==> src/rtl/jtag_host.sv <==
// JTAG host: sequences TCK/TMS/TDI for TAP reset, IR and DR scans issued from the CLK domain
// and returns the TDO bits captured while shifting.
module jtag_host #(
  parameter int REGISTER_SIZE = 32,
  parameter int IR_SIZE       = 4,
  parameter int CLK_DIV       = 1,
  parameter int LEN_W         = $clog2(REGISTER_SIZE)
) (
  input  logic                     CLK,
  input  logic                     RST,
  input  logic                     CMD_VALID,
  output logic                     CMD_READY,
  input  logic [1:0]               CMD_TYPE,
  input  logic [LEN_W-1:0]         CMD_LEN,
  input  logic [REGISTER_SIZE-1:0] CMD_DATA,
  output logic                     RSP_VALID,
  output logic [REGISTER_SIZE-1:0] RSP_DATA,
  output logic                     TCK,
  output logic                     TMS,
  output logic                     TDI,
  input  logic                     TDO
);
  localparam int DIV_W = (CLK_DIV > 1) ? $clog2(CLK_DIV) : 1;

  localparam logic [2:0] S_IDLE  = 3'd0;
  localparam logic [2:0] S_RST   = 3'd1;
  localparam logic [2:0] S_HDR   = 3'd2;
  localparam logic [2:0] S_SHIFT = 3'd3;
  localparam logic [2:0] S_TAIL  = 3'd4;
  localparam logic [2:0] S_DONE  = 3'd5;

  logic [2:0]               state_q, state_d;
  logic [LEN_W-1:0]         cnt_q, cnt_d;
  logic [DIV_W-1:0]         div_q, div_d;
  logic                     tck_q, tck_d;
  logic                     tms_q, tms_d;
  logic                     tdi_q, tdi_d;
  logic                     is_ir_q, is_ir_d;
  logic [LEN_W-1:0]         len_q, len_d;
  logic [REGISTER_SIZE-1:0] data_q, data_d;
  logic [REGISTER_SIZE-1:0] cap_q, cap_d;
  logic                     cmd_rst_q, cmd_rst_d;
  logic [REGISTER_SIZE-1:0] rsp_data_q, rsp_data_d;
  logic                     last_phase;

  // TMS value presented for TCK cycle c of state st
  function automatic logic tms_of(input logic [2:0] st, input logic [LEN_W-1:0] c,
                                  input logic ir, input logic [LEN_W-1:0] n1);
    logic v;
    v = 1'b0;
    case (st)
      S_RST:   v = (c != LEN_W'(5));
      S_HDR:   v = ir ? (c < LEN_W'(2)) : (c == '0);
      S_SHIFT: v = (c == n1);
      S_TAIL:  v = (c == '0);
      default: v = 1'b0;
    endcase
    return v;
  endfunction

  assign last_phase = (div_q == DIV_W'(CLK_DIV - 1));

  always_comb begin
    state_d    = state_q;
    cnt_d      = cnt_q;
    div_d      = div_q;
    tck_d      = tck_q;
    tms_d      = tms_q;
    tdi_d      = tdi_q;
    is_ir_d    = is_ir_q;
    len_d      = len_q;
    data_d     = data_q;
    cap_d      = cap_q;
    cmd_rst_d  = cmd_rst_q;
    rsp_data_d = rsp_data_q;
    case (state_q)
      S_IDLE: begin
        tck_d = 1'b0;
        tms_d = 1'b0;
        tdi_d = 1'b0;
        if (CMD_VALID) begin
          cnt_d  = '0;
          div_d  = '0;
          data_d = CMD_DATA;
          cap_d  = '0;
          tms_d  = 1'b1;  // first TCK of every sequence carries TMS=1
          case (CMD_TYPE)
            2'd1: begin
              state_d = S_HDR; is_ir_d = 1'b1; len_d = LEN_W'(IR_SIZE - 1); cmd_rst_d = 1'b0;
            end
            2'd2: begin
              state_d = S_HDR; is_ir_d = 1'b0; len_d = CMD_LEN; cmd_rst_d = 1'b0;
            end
            default: begin
              state_d = S_RST; cmd_rst_d = 1'b1;
            end
          endcase
        end
      end
      S_DONE: state_d = S_IDLE;
      default: begin
        div_d = last_phase ? '0 : div_q + DIV_W'(1);
        if (last_phase && !tck_q) begin
          tck_d = 1'b1;
          if (state_q == S_SHIFT) cap_d[cnt_q] = TDO;
        end else if (last_phase) begin
          // falling edge: step to the next TCK cycle and present its TMS/TDI
          tck_d = 1'b0;
          cnt_d = cnt_q + LEN_W'(1);
          case (state_q)
            S_RST: if (cnt_q == LEN_W'(5)) begin
              state_d = cmd_rst_q ? S_DONE : S_IDLE;
              cnt_d   = '0;
            end
            S_HDR: if (cnt_q == (is_ir_q ? LEN_W'(3) : LEN_W'(2))) begin
              state_d = S_SHIFT;
              cnt_d   = '0;
            end
            S_SHIFT: if (cnt_q == len_q) begin
              state_d = S_TAIL;
              cnt_d   = '0;
            end
            S_TAIL: if (cnt_q == LEN_W'(1)) begin
              state_d    = S_DONE;
              cnt_d      = '0;
              rsp_data_d = cap_q;
            end
            default: state_d = S_IDLE;
          endcase
          tms_d = tms_of(state_d, cnt_d, is_ir_q, len_q);
          tdi_d = (state_d == S_SHIFT) ? data_q[cnt_d] : 1'b0;
        end
      end
    endcase
  end

  always_ff @(posedge CLK or posedge RST) begin
    if (RST) begin
      state_q    <= S_RST;
      cnt_q      <= '0;
      div_q      <= '0;
      tck_q      <= 1'b0;
      tms_q      <= 1'b1;
      tdi_q      <= 1'b0;
      is_ir_q    <= 1'b0;
      len_q      <= '0;
      data_q     <= '0;
      cap_q      <= '0;
      cmd_rst_q  <= 1'b0;
      rsp_data_q <= '0;
    end else begin
      state_q    <= state_d;
      cnt_q      <= cnt_d;
      div_q      <= div_d;
      tck_q      <= tck_d;
      tms_q      <= tms_d;
      tdi_q      <= tdi_d;
      is_ir_q    <= is_ir_d;
      len_q      <= len_d;
      data_q     <= data_d;
      cap_q      <= cap_d;
      cmd_rst_q  <= cmd_rst_d;
      rsp_data_q <= rsp_data_d;
    end
  end

  assign CMD_READY = (state_q == S_IDLE);
  assign RSP_VALID = (state_q == S_DONE);
  assign RSP_DATA  = rsp_data_q;
  assign TCK       = tck_q;
  assign TMS       = tms_q;
  assign TDI       = tdi_q;
endmodule

==> config.mk <==
export PLATFORM = sky130hd
export DESIGN_NAME = jtag_host
export DESIGN_NICKNAME = d
export VERILOG_FILES = /design/src/rtl/jtag_host.sv
export SDC_FILE = /design/constraint.sdc
export NUM_CORES = 1
export LEC_CHECK = 0
export CAP_MARGIN = 20
export CELL_PAD_IN_SITES_DETAIL_PLACEMENT = 1
export CELL_PAD_IN_SITES_GLOBAL_PLACEMENT = 1
export CORE_MARGIN = 2
export CORE_UTILIZATION = 43
export DETAILED_ROUTE_END_ITERATION = 10
export GPL_TIMING_DRIVEN = 1
export PLACE_DENSITY = 0.84
export SKIP_CTS_REPAIR_TIMING = 1
export SLEW_MARGIN = 20
export SYNTH_ARGS = -nofsm -noshare
export SYNTH_HDL_FRONTEND = slang
export SYNTH_SLANG_ARGS = --single-unit
==> constraint.sdc <==
create_clock -name CLK -period 4.2 [get_ports CLK]
set_input_delay 0.63 -clock CLK [delete_from_list [all_inputs] [get_ports CLK]]
set_output_delay 0.63 -clock CLK [all_outputs]
set_load 0.03 [all_outputs]
# Word level (Yosys, flattened, before mapping)
# Cells that the tools add are included.
# W data, S select, Z words.
[word_totals]
out_inout_bits = 37
elab_cells = 119
in_bits = 43
regBits = 115
[classes]
n_bitwise = 4
muxes = 55
reduce_logical = 19
add_sub_neg = 2
eq_ne = 23
order_cmp = 4
[ops]
columns = ["cell", "count"]
rows = [
  ["$mux W32", 3],
  ["$pmux W32 S2", 1],
  ["$mux W5", 10],
  ["$mux W3", 11],
  ["$bwmux W32", 1],
  ["$pmux W5 S2", 2],
  ["$pmux W5 S4", 1],
  ["$mux W1", 15],
  ["$eq A3 B2 Y1 const B", 4],
  ["$lt A5 B6 Y1 const B", 2],
  ["$pmux W3 S4", 1],
  ["$eq A5 B5 Y1", 2],
  ["$pmux W1 S2", 5],
  ["$eq A3 B3 Y1 const B", 3],
  ["$reduce_and A3 Y1", 3],
  ["$reduce_and A4 Y1", 2],
  ["$eq A3 B1 Y1 const B", 2],
  ["$ne A2 B2 Y1 const B", 3],
  ["$ne A3 B3 Y1 const B", 2],
  ["$pmux W3 S2", 1],
  ["$reduce_and A2 Y1", 3],
  ["$reduce_bool A2 Y1", 3],
  ["$add A5 B1 Y5 const B", 1],
  ["$bmux W1 S5", 1],
  ["20 further kinds", 25],
]

# Depth between registers and ports, before layout
[logic_depth]
depth_word = 13
depth_mapped = 11
mapped_depth_nobuf = 9

# Worst setup path before layout
# Ideal clock, no wire load.
[synth_timing]
path_type = "flip-flop to flip-flop"
start = "register cnt_q[0]"
end = "register tdi_q, in the netlist TDI"
synth_period_minus_slack_ps = 2196
setup_slack_ps = 2004
path_stages_with_launch = 10
required_ps = 4070
n_path_buf = 2
t_arrival_ps = 2066
setup_ps = 130
cell_sequence = "dfrtp_1 -> buf_6 -> inv_1 -> ha_1 -> clkbuf_8 -> mux4_2 -> o22a_1 -> o221ai_1 -> a21o_1 -> o211ai_1"
[synth_via]
elab_chain_cells = 12
elab_cells_between_ends = 28
cone_classes = "add/sub (1); eq/ne (5); mux (22)"
[synth_lines]
columns = ["item", "line_no", "rtl"]
rows = [
  ["start, declared", "33", "logic [LEN_W-1:0] cnt_q, cnt_d;"],
  ["start signal, assigned", "153", "cnt_q <= cnt_d;"],
  ["$add A5 B1 Y5 (tied with other cells)", "109", "cnt_d = cnt_q + LEN_W'(1);"],
  ["$mux W5 (on tied branches)", "-", ""],
  ["$pmux W5 S4", "110", "case (state_q)"],
  ["$mux W5", "106", "end else if (last_phase) begin"],
  ["$mux W5", "103", "if (last_phase && !tck_q) begin"],
  ["$mux W5", "76", "case (state_q)"],
  ["$bmux W1 S5", "131", "tdi_d = (state_d == S_SHIFT) ? data_q[cnt_d] : 1'b0;"],
  ["$mux W1 (implied by the code)", "131", ""],
  ["$mux W1 (*)", "131", ""],
  ["$mux W1 (*)", "106", ""],
  ["$mux W1 (*)", "103", ""],
  ["$pmux W1 S2 (*)", "76", ""],
  ["end signal, assigned", "157", "tdi_q <= tdi_d;"],
  ["end, declared", "37", "logic tdi_q, tdi_d;"],
]
# Mark *: on every way between the ends. The rest lies on a longest branch, timed or not. The select of a mux whose other input is x is not followed.
# A chain may end at the register's enable or synchronous reset.

# Worst setup path in the final report
[layout_timing]
start = "register state_q[1]"
end = "output port CMD_READY"
[layout_via]
elab_chain_cells = 1
[layout_lines]
columns = ["item", "line_no", "rtl"]
rows = [
  ["start, declared", "32", "logic [2:0] state_q, state_d;"],
  ["start signal, assigned", "152", "state_q <= state_d;"],
  ["$logic_not A3 Y1", "167", "assign CMD_READY = (state_q == S_IDLE);"],
  ["end, declared", "12", "output logic CMD_READY,"],
]
# Every way passes these cells.

==> impl_metrics.csv <==
group,metric,value,unit
power_and_ir_drop,total_power,0.00456,W
global_route,gr-total-overflow,0,
yosys,yosys_register_bits,114,
yosys,synth-seq-area-share,0.503,
drt,detail_route.wirelength,15.1,mm
drt,first_iter_violations,194,
floorplanning,fp.dieH,119,µm
global_route,antenna_found_initial,0,
setup_path,end_kind,"primary output",
placement,post-dp-hpwl,10.3,mm
global_route,grt_pass1_vias,4874,
hold_path,holdCritPathClass,"flop to flop",
setup_path,crit_fanout,37,
yosys,synth_area,5680,µm²
placement,place.gp.congestion,0.875,
timing,fmax,300,MHz
clock_tree,cts_buffer_depth,2,
setup_path,crit_buf_inv,2,
drt,antenna_left,0,
yosys,synth_ff_type,"dfrtp_1",
floorplanning,rows,41,
clock_tree,root_buffer,"clkbuf_16",
cells_and_area,antenna_cells,0,
setup_path,cp-start-kind,"flop",
cells_and_area,final_core_util,0.553,
yosys,synth_edf_count,0,
cells_and_area,stdcell_count,820,
clock_tree,cts_tree,"built",
clock_tree,clock_sinks,114,
yosys,synth.top_cell.area_share,0.494,
yosys,syn_avg_cell_area,9.89,µm²
drt,drc,0,
power_and_ir_drop,vdd_drop_max,0.287,mV
setup_path,path_cells,"or3_1 > clkinv_2 > clkdlybuf4s50_1",
yosys,yosysTopAreaCell,"dfrtp_1",
drt,post_drt_wl_per_cell,18.4,µm
setup_path,cp_slowest_cell,"clkdlybuf4s50_1",
yosys,yosysWarnings,0,
drt,dr.pass1.iters,4,
drt,routed-via-count,4548,
cells_and_area,area_growth,24.5,%
yosys,synthesis.nets,622,
setup_path,worstPathArrival,2.71,ns
cells_and_area,nFillCells,1420,
timing,hold_violations,0,
timing,slew_viol_final,0,
clock_tree,clk_latency,0.42,ns
timing,final.min_clock_period,3.34,ns
yosys,synth-async-reset-ratio,1.00,
cells_and_area,drive_gt1_frac,0.144,
placement,placed_cells_incl_taps,789,
floorplanning,dieWidth,119,µm
yosys,synth_cell_types,65,
global_route,grt_util_all_layers,0.229,
global_route,grt_max_degree,81,
timing,clock_skew,0.0109,ns
setup_path,crit_type,"flop to primary output",
floorplanning,ios,80,
yosys,yosys-top-cells-count,"nand2_1 (130), dfrtp_1 (112), o21ai_0 (70)",
job,max-cap-violations,0,
yosys,synthCells,574,
yosys,synth_area_leaders,"dfrtp_1 (49%), nand2_1 (8.6%), mux2_2 (6.5%)",
power_and_ir_drop,p_leak,3.18,nW
cells_and_area,nets,684,
clock_tree,clkTransAtPathRegs,0.06,ns
timing,rsz0062_at_grt,"no",
setup_path,slowest_delay,0.78,ns
status,status,"complete, no violations",
floorplanning,coreArea,12800,µm²
clock_tree,cts_buffers,17,
timing,final.setup.tns,0,ns
timing,setup_viol_count_final,0,
floorplanning,initial_core_util,0.445,
clock_tree,h-tree-depth,4,
setup_path,crit_family,"buffers and inverters",
setup_path,worstPathRequired,3.57,ns
yosys,yosysMostFrequentCell,"nand2_1",
placement,place.port_buffers,79,
timing,period_share,0.794,
timing,holdWs,0.475,ns
power_and_ir_drop,powerDensity,645,nW/µm²
timing,tightest_slew,0.977,ns
drt,viasPerCell,5.55,
timing,relSlewSlack,0.349,
floorplanning,fp.dieArea,14100,µm²
global_route,grt_pass1_wl,25.4,mm
==> metal layers <==
metal	routed length, µm	global-route usage	up-vias	share of wire
met2	8000	0.402	105	0.53
met5	0	0	-	0
li1	-	-	2126	-
met1	6360	0.273	2304	0.42
met4	133	0.0811	0	0.0088
met3	622	0.0551	13	0.041
==> worst min-delay path, stage by stage, from the launching register on <==
cell,delay (ns)
dfrtp_1,0.33
nand2_1,0.05
nand2_1,0.06
==> per-stage QoR <==
step | cell area (µm²) | setup WS (ns)
floorplan | 5680 | 0.558
global placement | 6440 | 1.07
detailed placement | 6440 | 0.950
CTS | 7070 | 0.853
global route | 7070 | 0.695
finish | 7070 | 0.865
==> where the power goes <==
part	leakage, nW	internal [W]	switching, W	total [W]
registers	1.52	0.00132	0.000242	0.00157
clock network	0.302	0.00103	0.000501	0.00154
logic	1.36	0.000587	0.000868	0.00145
==> sequential cells by signal, summed over array words and instances, names as in the netlist <==
signal     count
TMS            1
cmd_rst_q      1
RSP_DATA      32
TDI            1
cap_q         32
len_q          5
data_q        32
TCK            1
is_ir_q        1
cnt_q          5
state_q        3
==> final cells by class <==
type	instances	area, µm²	area share
Tap cell	172	215	0.0304
Clock inverter	9	154	0.0218
Sequential cell	114	2860	0.404
Inverter	9	37.5	0.00531
Timing Repair Buffer	83	821	0.116
Clock buffer	22	474	0.0671
Multi-Input combinational cell	411	2510	0.355
==> path summary, 6_finish.rpt <==
kind | from | end | slack (ns) | depth (start not counted)
max | state_q[1]$_DFFE_PP0P_ | CMD_READY | 0.86 | 3
min | data_q[26]$_DFFE_PP0P_ | data_q[26]$_DFFE_PP0P_ | 0.47 | 2
max in group asynchronous | RST | TMS$_DFFE_PP1P_ | 2.53 | 3
min reg2reg | data_q[26]$_DFFE_PP0P_ | data_q[26]$_DFFE_PP0P_ | 0.47 | 2
max reg2reg | cnt_q[0]$_DFFE_PP0P_ | TDI$_DFFE_PP0P_ | 1.00 | 7
min in group asynchronous | RST | state_q[1]$_DFFE_PP0P_ | 0.80 | 2
==> layout by cell type, fill, tap and decap left out, types with 8 or more instances in the layout <==
master / instances
nor2_1: 20
dfrtp_1: 112
clkdlybuf4s50_1: 79
mux2_2: 33
nand3_1: 15
a31oi_1: 8
a21oi_1: 34
nand2_1: 130
clkbuf_16: 17
o21ai_0: 70
xnor2_1: 11
==> cell families after synthesis <==
group                      synth area share
adders and majority gates            0.0110
and+or+nand+nor                       0.167
xor gates and xnor gates             0.0200
buffers and inverters                0.0549
muxes                                0.0945
DFF                                   0.503
AOI/OAI and AO/OA                     0.150
No activity file was read; power rests on OpenSTA's default activity.
